==> src/rtl/jedro_1_mem_arbiter_pkg.sv <==
// Shared type definitions for the jedro_1 memory arbiter.
//   arb_state_e : arbiter FSM state (IDLE, BUSY)
//   owner_e     : which requester owns the outstanding transaction (FETCH, DATA)
//   BE_WIDTH    : byte-enable / write-strobe width of the RAM port
//   CNT_WIDTH   : latency counter width (MEM_LATENCY is limited to 1..4)
package jedro_1_defines;

  typedef enum logic {
    IDLE = 1'b0,
    BUSY = 1'b1
  } arb_state_e;

  typedef enum logic {
    FETCH = 1'b0,
    DATA  = 1'b1
  } owner_e;

  localparam int unsigned BE_WIDTH  = 4;
  localparam int unsigned CNT_WIDTH = 2;

endpackage

==> src/rtl/jedro_1_mem_arbiter_if.sv <==
// Bus bundle for the jedro_1 memory arbiter.
//   i_* : instruction fetch port (read-only request/grant/response)
//   d_* : load/store port (request/grant/response with write data and byte enables)
//   m_* : single shared synchronous RAM port
// Modports:
//   slave  : seen by the arbiter (takes requests and read data, drives grants and RAM controls)
//   master : seen by the surrounding system (requesters plus RAM)
interface jedro_1_mem_arbiter_if #(
  parameter int unsigned DATA_WIDTH = 32
);

  logic                                  i_req_i;
  logic [DATA_WIDTH-1:0]                 i_addr_i;
  logic                                  i_gnt_o;
  logic                                  i_rvalid_o;
  logic [DATA_WIDTH-1:0]                 i_rdata_o;

  logic                                  d_req_i;
  logic                                  d_we_i;
  logic [jedro_1_defines::BE_WIDTH-1:0]  d_be_i;
  logic [DATA_WIDTH-1:0]                 d_addr_i;
  logic [DATA_WIDTH-1:0]                 d_wdata_i;
  logic                                  d_gnt_o;
  logic                                  d_rvalid_o;
  logic [DATA_WIDTH-1:0]                 d_rdata_o;

  logic                                  m_en_o;
  logic [jedro_1_defines::BE_WIDTH-1:0]  m_we_o;
  logic [DATA_WIDTH-1:0]                 m_addr_o;
  logic [DATA_WIDTH-1:0]                 m_wdata_o;
  logic [DATA_WIDTH-1:0]                 m_rdata_i;

  modport slave (
    input  i_req_i, i_addr_i,
    output i_gnt_o, i_rvalid_o, i_rdata_o,
    input  d_req_i, d_we_i, d_be_i, d_addr_i, d_wdata_i,
    output d_gnt_o, d_rvalid_o, d_rdata_o,
    output m_en_o, m_we_o, m_addr_o, m_wdata_o,
    input  m_rdata_i
  );

  modport master (
    output i_req_i, i_addr_i,
    input  i_gnt_o, i_rvalid_o, i_rdata_o,
    output d_req_i, d_we_i, d_be_i, d_addr_i, d_wdata_i,
    input  d_gnt_o, d_rvalid_o, d_rdata_o,
    input  m_en_o, m_we_o, m_addr_o, m_wdata_o,
    output m_rdata_i
  );

endinterface

==> src/rtl/jedro_1_mem_arbiter_rr_arb.sv <==
// Two-way round-robin grant logic.
//   req_i  : request vector, bit 0 = fetch, bit 1 = data
//   last_i : port granted most recently
//   en_i   : grant slot open; no grant is issued when low
//   gnt_o  : one-hot grant (bit 0 = fetch, bit 1 = data), all-zero when idle
module jedro_1_rr_arb
  import jedro_1_defines::*;
(
  input  logic [1:0] req_i,
  input  owner_e     last_i,
  input  logic       en_i,
  output logic [1:0] gnt_o
);

  always_comb begin
    gnt_o = '0;
    if (en_i) begin
      case (req_i)
        2'b01:   gnt_o = 2'b01;
        2'b10:   gnt_o = 2'b10;
        // On conflict the port that did not win last time goes next.
        2'b11:   gnt_o = (last_i == DATA) ? 2'b01 : 2'b10;
        default: gnt_o = '0;
      endcase
    end
  end

endmodule

==> src/rtl/jedro_1_mem_arbiter.sv <==
// Arbitrates the instruction fetch port and the load/store port onto one
// shared synchronous RAM port with a fixed read latency. One transaction
// is outstanding at a time; a new one may be granted in the cycle the
// current one completes, giving one transaction per MEM_LATENCY cycles.
//   clk_i : clock, rising edge
//   rst_i : asynchronous active-high reset; all outputs forced low while high
//   bus   : fetch, load/store and RAM signals (slave modport)
// Parameters:
//   DATA_WIDTH  : data and address width
//   MEM_LATENCY : cycles from m_en_o to valid m_rdata_i (1..4)
module jedro_1_mem_arbiter
  import jedro_1_defines::*;
#(
  parameter int unsigned DATA_WIDTH  = 32,
  parameter int unsigned MEM_LATENCY = 1
) (
  input  logic                  clk_i,
  input  logic                  rst_i,
  jedro_1_mem_arbiter_if.slave  bus
);

  localparam logic [CNT_WIDTH-1:0] CNT_LAST = CNT_WIDTH'(MEM_LATENCY - 1);

  arb_state_e           state_q;
  logic [CNT_WIDTH-1:0] cnt_q;
  owner_e               owner_q;
  owner_e               last_q;
  logic                 wr_q;

  logic                 done;
  logic                 slot;
  logic [1:0]           gnt;
  logic [DATA_WIDTH-1:0] rdata_rd;

  // Completion cycle of the outstanding transaction; doubles as a grant slot.
  assign done = (state_q == BUSY) && (cnt_q == CNT_LAST) && !rst_i;
  assign slot = !rst_i && ((state_q == IDLE) || done);

  jedro_1_rr_arb u_rr_arb (
    .req_i  ({bus.d_req_i, bus.i_req_i}),
    .last_i (last_q),
    .en_i   (slot),
    .gnt_o  (gnt)
  );

  assign rdata_rd = bus.m_rdata_i;

  always_comb begin
    bus.i_gnt_o    = gnt[0];
    bus.d_gnt_o    = gnt[1];
    bus.m_en_o     = 1'b0;
    bus.m_we_o     = '0;
    bus.m_addr_o   = '0;
    bus.m_wdata_o  = '0;
    bus.i_rvalid_o = 1'b0;
    bus.i_rdata_o  = '0;
    bus.d_rvalid_o = 1'b0;
    bus.d_rdata_o  = '0;

    if (gnt[0]) begin
      bus.m_en_o   = 1'b1;
      bus.m_addr_o = bus.i_addr_i;
    end else if (gnt[1]) begin
      bus.m_en_o   = 1'b1;
      bus.m_addr_o = bus.d_addr_i;
      if (bus.d_we_i) begin
        bus.m_we_o    = bus.d_be_i;
        bus.m_wdata_o = bus.d_wdata_i;
      end
    end

    if (done) begin
      if (owner_q == FETCH) begin
        bus.i_rvalid_o = 1'b1;
        bus.i_rdata_o  = rdata_rd;
      end else begin
        bus.d_rvalid_o = 1'b1;
        bus.d_rdata_o  = wr_q ? '0 : rdata_rd;
      end
    end
  end

  always_ff @(posedge clk_i or posedge rst_i) begin
    if (rst_i) begin
      state_q <= IDLE;
      cnt_q   <= '0;
      owner_q <= FETCH;
      wr_q    <= 1'b0;
      last_q  <= DATA;
    end else if (gnt != 2'b00) begin
      state_q <= BUSY;
      cnt_q   <= '0;
      owner_q <= gnt[1] ? DATA : FETCH;
      wr_q    <= gnt[1] & bus.d_we_i;
      last_q  <= gnt[1] ? DATA : FETCH;
    end else if (state_q == BUSY) begin
      if (cnt_q == CNT_LAST) begin
        state_q <= IDLE;
        cnt_q   <= '0;
      end else begin
        cnt_q   <= cnt_q + 1'b1;
      end
    end
  end

endmodule
==> src/flat_wrapper.sv <==
// flat-port wrapper written by rule: the top's interface ports become plain ports
module jedro_1_mem_arbiter_flat import jedro_1_defines::*;
#(
  parameter int unsigned DATA_WIDTH  = 32,
  parameter int unsigned MEM_LATENCY = 1
)
  (clk_i, rst_i, bus_i_req_i, bus_i_addr_i, bus_i_gnt_o, bus_i_rvalid_o, bus_i_rdata_o, bus_d_req_i, bus_d_we_i, bus_d_be_i, bus_d_addr_i, bus_d_wdata_i, bus_d_gnt_o, bus_d_rvalid_o, bus_d_rdata_o, bus_m_en_o, bus_m_we_o, bus_m_addr_o, bus_m_wdata_o, bus_m_rdata_i);
  jedro_1_mem_arbiter_if #(.DATA_WIDTH(DATA_WIDTH)) bus_i ();
  input  logic clk_i;
  input  logic rst_i;
  input wire logic [$bits(bus_i.i_req_i)-1:0] bus_i_req_i;
  input wire logic [$bits(bus_i.i_addr_i)-1:0] bus_i_addr_i;
  output wire logic [$bits(bus_i.i_gnt_o)-1:0] bus_i_gnt_o;
  output wire logic [$bits(bus_i.i_rvalid_o)-1:0] bus_i_rvalid_o;
  output wire logic [$bits(bus_i.i_rdata_o)-1:0] bus_i_rdata_o;
  input wire logic [$bits(bus_i.d_req_i)-1:0] bus_d_req_i;
  input wire logic [$bits(bus_i.d_we_i)-1:0] bus_d_we_i;
  input wire logic [$bits(bus_i.d_be_i)-1:0] bus_d_be_i;
  input wire logic [$bits(bus_i.d_addr_i)-1:0] bus_d_addr_i;
  input wire logic [$bits(bus_i.d_wdata_i)-1:0] bus_d_wdata_i;
  output wire logic [$bits(bus_i.d_gnt_o)-1:0] bus_d_gnt_o;
  output wire logic [$bits(bus_i.d_rvalid_o)-1:0] bus_d_rvalid_o;
  output wire logic [$bits(bus_i.d_rdata_o)-1:0] bus_d_rdata_o;
  output wire logic [$bits(bus_i.m_en_o)-1:0] bus_m_en_o;
  output wire logic [$bits(bus_i.m_we_o)-1:0] bus_m_we_o;
  output wire logic [$bits(bus_i.m_addr_o)-1:0] bus_m_addr_o;
  output wire logic [$bits(bus_i.m_wdata_o)-1:0] bus_m_wdata_o;
  input wire logic [$bits(bus_i.m_rdata_i)-1:0] bus_m_rdata_i;
  assign bus_i.i_req_i = bus_i_req_i;
  assign bus_i.i_addr_i = bus_i_addr_i;
  assign bus_i_gnt_o = bus_i.i_gnt_o;
  assign bus_i_rvalid_o = bus_i.i_rvalid_o;
  assign bus_i_rdata_o = bus_i.i_rdata_o;
  assign bus_i.d_req_i = bus_d_req_i;
  assign bus_i.d_we_i = bus_d_we_i;
  assign bus_i.d_be_i = bus_d_be_i;
  assign bus_i.d_addr_i = bus_d_addr_i;
  assign bus_i.d_wdata_i = bus_d_wdata_i;
  assign bus_d_gnt_o = bus_i.d_gnt_o;
  assign bus_d_rvalid_o = bus_i.d_rvalid_o;
  assign bus_d_rdata_o = bus_i.d_rdata_o;
  assign bus_m_en_o = bus_i.m_en_o;
  assign bus_m_we_o = bus_i.m_we_o;
  assign bus_m_addr_o = bus_i.m_addr_o;
  assign bus_m_wdata_o = bus_i.m_wdata_o;
  assign bus_i.m_rdata_i = bus_m_rdata_i;
  jedro_1_mem_arbiter #(.DATA_WIDTH(DATA_WIDTH), .MEM_LATENCY(MEM_LATENCY)) u_core (.clk_i(clk_i), .rst_i(rst_i), .bus(bus_i));
endmodule
==> config.mk <==
export PLATFORM = sky130hd
export DESIGN_NAME = jedro_1_mem_arbiter_flat
export DESIGN_NICKNAME = d
export VERILOG_FILES = /design/src/rtl/jedro_1_mem_arbiter_pkg.sv /design/src/rtl/jedro_1_mem_arbiter_if.sv /design/src/rtl/jedro_1_mem_arbiter_rr_arb.sv /design/src/rtl/jedro_1_mem_arbiter.sv /design/src/flat_wrapper.sv
export SDC_FILE = /design/constraint.sdc
export NUM_CORES = 1
export LEC_CHECK = 0
export BUFFER_PORTS_ARGS = -buffer_cell sky130_fd_sc_hd__buf_2
export CORE_AREA = 10 10 98 100
export DETAILED_ROUTE_END_ITERATION = 12
export DIE_AREA = 0 0 108 110
export GPL_ROUTABILITY_DRIVEN = 1
export PLACE_DENSITY = 0.74
export SETUP_SLACK_MARGIN = 0.3
export SYNTH_ARGS = -nofsm -noshare
export SYNTH_HDL_FRONTEND = slang
export SYNTH_SLANG_ARGS = --single-unit
==> constraint.sdc <==
create_clock -name clk_i -period 1.8 [get_ports clk_i]
set_clock_uncertainty 0.05 [all_clocks]
set_input_delay 0.27 -clock clk_i [delete_from_list [all_inputs] [get_ports clk_i]]
set_output_delay 0.27 -clock clk_i [all_outputs]
set_load 0.01 [all_outputs]
## Word-level counts from Yosys, hierarchy flattened

Index checks and enable logic that the tools add are counted.
Widths: inputs -> output; s select.

| word-level totals | value |
|---|---|
| output and inout bits | 137 |
| bits in registers | 6 |

| operators by class | value |
|---|---|
| bitwise operators | 2 |
| mux-type cells | 28 |
| add/subtract/negate cells | 1 |
| eq/ne operators | 3 |
| reductions and logical operators | 8 |

Operators by type and width:

| operator | count |
|---|---|
| $mux 32 | 10 |
| $mux 4 | 3 |
| $mux 2 | 5 |
| $mux 1 | 9 |
| $pmux 2 s3 | 1 |
| $eq 2x2->1 const B | 2 |
| $reduce_bool 2->1 | 2 |
| $logic_and 1x1->1 | 3 |
| $add 2x1->2 const B | 1 |
| $eq 2x1->1 const B | 1 |
| $logic_not 2->1 | 1 |
| $and 1x1->1 | 1 |
| $logic_not 1->1 | 1 |
| $logic_or 1x1->1 | 1 |
| $not 1->1 | 1 |

## Depth between registers and ports, before layout

| logic depth | value |
|---|---|
| depth in word-level cells | 8 |
| gate-level depth with buffers | 6 |

## By module

From an unflattened synthesis, not the netlist that was laid out.

| unflattened totals | value |
|---|---|
| cells, all modules | 226 |
| area, all modules | 1323.8 µm² |

By module, submodules not included:

| module | cells each | area each (µm²) | times used |
|---|---|---|---|
| jedro_1_mem_arbiter | 221 | 1302.5 | 1 |
| jedro_1_rr_arb | 5 | 21.3 | 1 |

## Worst setup path before layout

OpenSTA, ideal clock, no wires.

| timing path | value |
|---|---|
| path type | reg2out |
| from | register u_core.cnt_q[0] |
| to | output bus_m_addr_o[24] |
| setup slack | -0.083 ns |
| data required time | 1.480 ns |
| stages on the path, launching flop included | 7 |
| buffers on the path | 1 |
| arrival time | 1.563 ns |
| path through | dfrtp_1 inv_1 ha_1 nor2b_1 a2111oi_4 buf_2 a22o_1 |

| on the way | value |
|---|---|
| elaborated cells between the ends (all ways) | 8 |

RTL lines:

| what | line | RTL |
|---|---|---|
| start: declaration | jedro_1_mem_arbiter.sv:25 | `logic [CNT_WIDTH-1:0] cnt_q;` |
| start signal: assignment | jedro_1_mem_arbiter.sv:101 | `cnt_q <= cnt_q + 1'b1;` |
| $logic_not 2->1 | jedro_1_mem_arbiter.sv:36 | `assign done = (state_q == BUSY) && (cnt_q == CNT_LAST) && !rst_i;` |
| $logic_and 1x1->1 (2 in series) | jedro_1_mem_arbiter.sv:36 |  |
| $logic_or 1x1->1 | jedro_1_mem_arbiter.sv:37 | `assign slot = !rst_i && ((state_q == IDLE) \|\| done);` |
| $logic_and 1x1->1 | jedro_1_mem_arbiter.sv:37 |  |
| $mux 2 | jedro_1_mem_arbiter_rr_arb.sv:17 | `if (en_i) begin` |
| named net bus_i_gnt_o | flat_wrapper.sv:13 | `output wire logic [$bits(bus_i.i_gnt_o)-1:0] bus_i_gnt_o;` |
| $mux 32 | jedro_1_mem_arbiter.sv:60 | `if (gnt[0]) begin` |
| end: declaration | flat_wrapper.sv:26 | `output wire logic [$bits(bus_i.m_addr_o)-1:0] bus_m_addr_o;` |

The timed path passes the listed nets, and every way through them passes these cells.

## Worst setup path in the final report

| timing path | value |
|---|---|
| from | register u_core.cnt_q[0] |
| to | output bus_m_addr_o[20] |

| on the way | value |
|---|---|
| word-level cells in the longest chain between the ends | 8 |

RTL lines:

| what | line | RTL |
|---|---|---|
| $logic_not 2->1 (*) | jedro_1_mem_arbiter.sv:36 |  |
| $logic_and 1x1->1 (*) (2 in series) | jedro_1_mem_arbiter.sv:36 |  |
| $logic_or 1x1->1 (*) | jedro_1_mem_arbiter.sv:37 |  |
| $logic_and 1x1->1 (*) | jedro_1_mem_arbiter.sv:37 |  |
| $mux 2 (*) | jedro_1_mem_arbiter_rr_arb.sv:17 |  |
| $mux 32 | jedro_1_mem_arbiter.sv:63 | `end else if (gnt[1]) begin` |
| $mux 32 (*) | jedro_1_mem_arbiter.sv:60 |  |

Every way passes the cells marked *; elsewhere a longest branch is shown, timed or not.

==> parameters.txt <==
Parameter                              Value

Status
  Result of the run    complete, but fails checks
  Violations in the final reports    setup timing

Cells and area
  Antenna Cells    0
  Layout-stage area growth over the synthesis result    257%
  Net count, final    roughly 640
  Total of fill cells in the finished design    591
  Cell area after layout    4820 um2
  Share of post-route cells with drive strength above 1    0.865
  Area taken by multi-input logic gates    about 1500 um2
  Storage element area    151 um2

Timing
  Final setup violation count    137
  Number of failing hold endpoints at the final stage    0
  Final-layout worst hold slack    47.0 ps
  Peak Freq    427 MHz
  Pins Over Slew Limit    0
  Slack of the critical path    -541 ps
  Final critical path time including I/O delays and setup    roughly 2300 ps
  Crit share post-route    1.30
  Unrepaired setup endpoints after global routing    true
  Slew Limit Headroom    0.776
  Worst-margin pin slew    336 ps

Critical path
  Maximum fanout along the worst path    8
  Worst setup slack for register-to-register paths    about 40 ps
  Setup CP Type    flop to output pin
  Required time reported for the critical path endpoint    1480 ps
  Reg-to-reg critical path startpoint    u_core.cnt_q[0]
  Crit start category    flop
  Data arrival time of the critical path    between 2000 and 2500 ps
  Cell depth of the worst flop-to-flop path    10
  Reg-to-reg critical path endpoint    u_core.last_q
  Capturing element type of the critical path    output pin

Clock network
  Number of sinks handled by clock tree synthesis    6
  Number of hold buffers added after cts    0
  Deepest level of the CTS H-tree    1
  Clock slew seen by the registers of the worst setup and hold paths    around 40 ps
  Worst skew pair latency    220 ps
  Clk Tree Root Cell    sky130_fd_sc_hd__clkbuf_8
  CTS Buf Count    3
  Clock Tree Buf Depth    2
  TritonCTS clock tree    yes

Floorplanning
  Core Area    between 7000 and 8000 um2
  Initial core utilization    0.176
  # IOs    274
  Height of the die    110 um
  # rows    32
  Horizontal die dimension    108 um
  Total die area    11900 um2

Pwr
  Cell leakage power    between 2 and 3 nW
  Final Power    1.64 mW
  Worst IR Drop VDD    0.247 mV
  Ratio of total power to cell area    340 nW/um2

Placement
  Number of buffers inserted by port buffering    273
  Final RePlAce weighted congestion    0.900
  Post-detail-place hpwl    9140 um
  Post-DP Area    3050 um2

Global routing
  Pin count of the biggest net entering global routing    38
  Global-route wire length before repair    17500 um
  Vias in the first global route    2996
  Overall routing resource usage    0.187
  Number of antenna violations at the first check in global routing    0
  Leftover overflow at the end of global routing    0

Routing
  Antenna violation net count after detailed routing    0
  Via-per-instance ratio    approximately 4.8
  Remaining routing DRC violations    0
  Final routed wire length divided by cell count    22.8 um
  Number of design-rule violations left by the first detailed-router iteration    119
  DR vias    2898
  Drt pass-1 iters    7
  Final WL    13800 um

Logic synthesis
  Cell with the most instances after synthesis    sky130_fd_sc_hd__and3_1
  Number of standard cells after synthesis    186
  Syn_nets    325
  Mux cell area share after synthesis    0.0149
  Sequential share of the synthesized area    0.112
  Post-synthesis async set-or-reset flop share    1.00
  Cell type with the largest total area after synthesis    sky130_fd_sc_hd__and3_1
  Top post-synthesis cells by area    sky130_fd_sc_hd__and3_1, sky130_fd_sc_hd__a22o_1, sky130_fd_sc_hd__and2_1
  Most frequent cells after synthesis    sky130_fd_sc_hd__and3_1, sky130_fd_sc_hd__a22o_1, sky130_fd_sc_hd__and2_1
  Area fraction in compound gates after synthesis    0.272
  Synth Area in XOR/XNOR    0
  Register bit total from synthesis    6
  Netlist area before placement    1350 um2
  EDFF count, synth    0
  Number of distinct standard cells referenced by the synthesized netlist    20
  Most used DFF post-synth    sky130_fd_sc_hd__dfrtp_1
  Simple-gate share of the synthesized area    0.489
  Main combinational cell family by area after synthesis    simple AND/OR/NAND/NOR gates
  Share of the synthesized area in the top cell type    0.316
  Synthesized-area fraction occupied by adder cells    0.0186
  Post-Syn Area per Cell    7.24 um2
  Number of warnings printed during yosys synthesis    0

Min path
  Worst hold path type    input port to async pin

Flow run
  Max cap viols    0
-- power breakdown --
part,switching [mW],internal [mW]
clock,0.0594,0.152
sequential,0.0142,0.154
combinational,0.523,0.734
-- how the worst max path moves through the flow --
stage | from | endpoint | slack, ps | cells after the start
5_1_grt | u_core.cnt_q[0] | bus_m_addr_o[21] | -640 | 10
3_5_place_dp | u_core.cnt_q[0] | bus_m_we_o[2] | -380 | 7
6_report | u_core.cnt_q[0] | bus_m_addr_o[20] | -540 | 10
3_3_place_gp | u_core.cnt_q[0] | bus_m_we_o[2] | -300 | 7
4_1_cts | u_core.cnt_q[1] | bus_m_we_o[2] | -500 | 9
2_1_floorplan | u_core.cnt_q[0] | bus_m_wdata_o[20] | 6 | 6
-- layout make-up --
cell class	instances	share of cell area
clock buffers	4	0.00935
inverters	8	0.00623
multi-input cells	149	0.312
flip-flops and latches	6	0.0314
well taps	102	0.0265
repair buffers	336	0.614
-- cells by family after synthesis --
logic type	count (synthesis)
AO/OA/AOI/OAI	38
adder cells (fa/ha/maj)	2
multiplexers	2
buffers and inverters	31
AND/OR/NAND/NOR	107
flip-flops	6
-- worst max-delay path: stages (launching register included) --
cell and delay [ps]:
sky130_fd_sc_hd__dfrtp_1 390, sky130_fd_sc_hd__inv_2 90, sky130_fd_sc_hd__ha_4 150, sky130_fd_sc_hd__nor2b_4 50, sky130_fd_sc_hd__buf_6 110, sky130_fd_sc_hd__a2111oi_4 260, sky130_fd_sc_hd__buf_4 200, sky130_fd_sc_hd__buf_6 140
sky130_fd_sc_hd__clkbuf_16 150, sky130_fd_sc_hd__a22o_1 140, sky130_fd_sc_hd__buf_6 120
-- stage by stage --
stage,worst slack (ps),std cells,setup TNS [ps],util
4_1_cts,-502,588,-51160,0.537
6_report,-541,605,-53880,0.630
3_5_place_dp,-382,551,-13640,0.399
3_3_place_gp,-297,551,-7050,0.399
5_1_grt,-637,605,-65240,0.630
2_1_floorplan,5.67,186,0,-
-- cell usage in the layout (no fill, tap or decap), types with 7 or more instances in the layout --
| cell type | netlist | layout |
|---|---|---|
| sky130_fd_sc_hd__a22o_1 | 32 | 32 |
| sky130_fd_sc_hd__buf_12 | 0 | 8 |
| sky130_fd_sc_hd__buf_6 | 0 | 109 |
| sky130_fd_sc_hd__buf_16 | 0 | 10 |
| sky130_fd_sc_hd__and3_4 | 0 | 61 |
| sky130_fd_sc_hd__and2_1 | 32 | 12 |
| sky130_fd_sc_hd__buf_2 | 7 | 182 |
| sky130_fd_sc_hd__buf_4 | 0 | 16 |
| sky130_fd_sc_hd__and2_4 | 0 | 20 |
| sky130_fd_sc_hd__clkbuf_16 | 0 | 10 |
| sky130_fd_sc_hd__and3_1 | 68 | 7 |
-- flip-flops by register name, indices dropped and copies added, names as in the netlist --
register        count
u_core.cnt_q        2
u_core.last_q       1
u_core.owner_q      1
u_core.state_q      1
u_core.wr_q         1
-- metal layers --
layer  GRT usage  vias up  share of wire
met5           0        -              0
met4      0.0477        0          0.025
met3      0.0847       21           0.13
met2       0.336      217           0.51
met1       0.193     1332           0.34
li1            -     1328              -
-- what timing repair did --
action | 4_1_cts | 5_1_grt
setup endpoints to repair | 137 | 140
pin swaps | 34 | 32
resized for setup | 110 | 96
cloned | 12 | 9
setup buffers | 21 | 8
No activity file was read; power rests on OpenSTA's default activity.
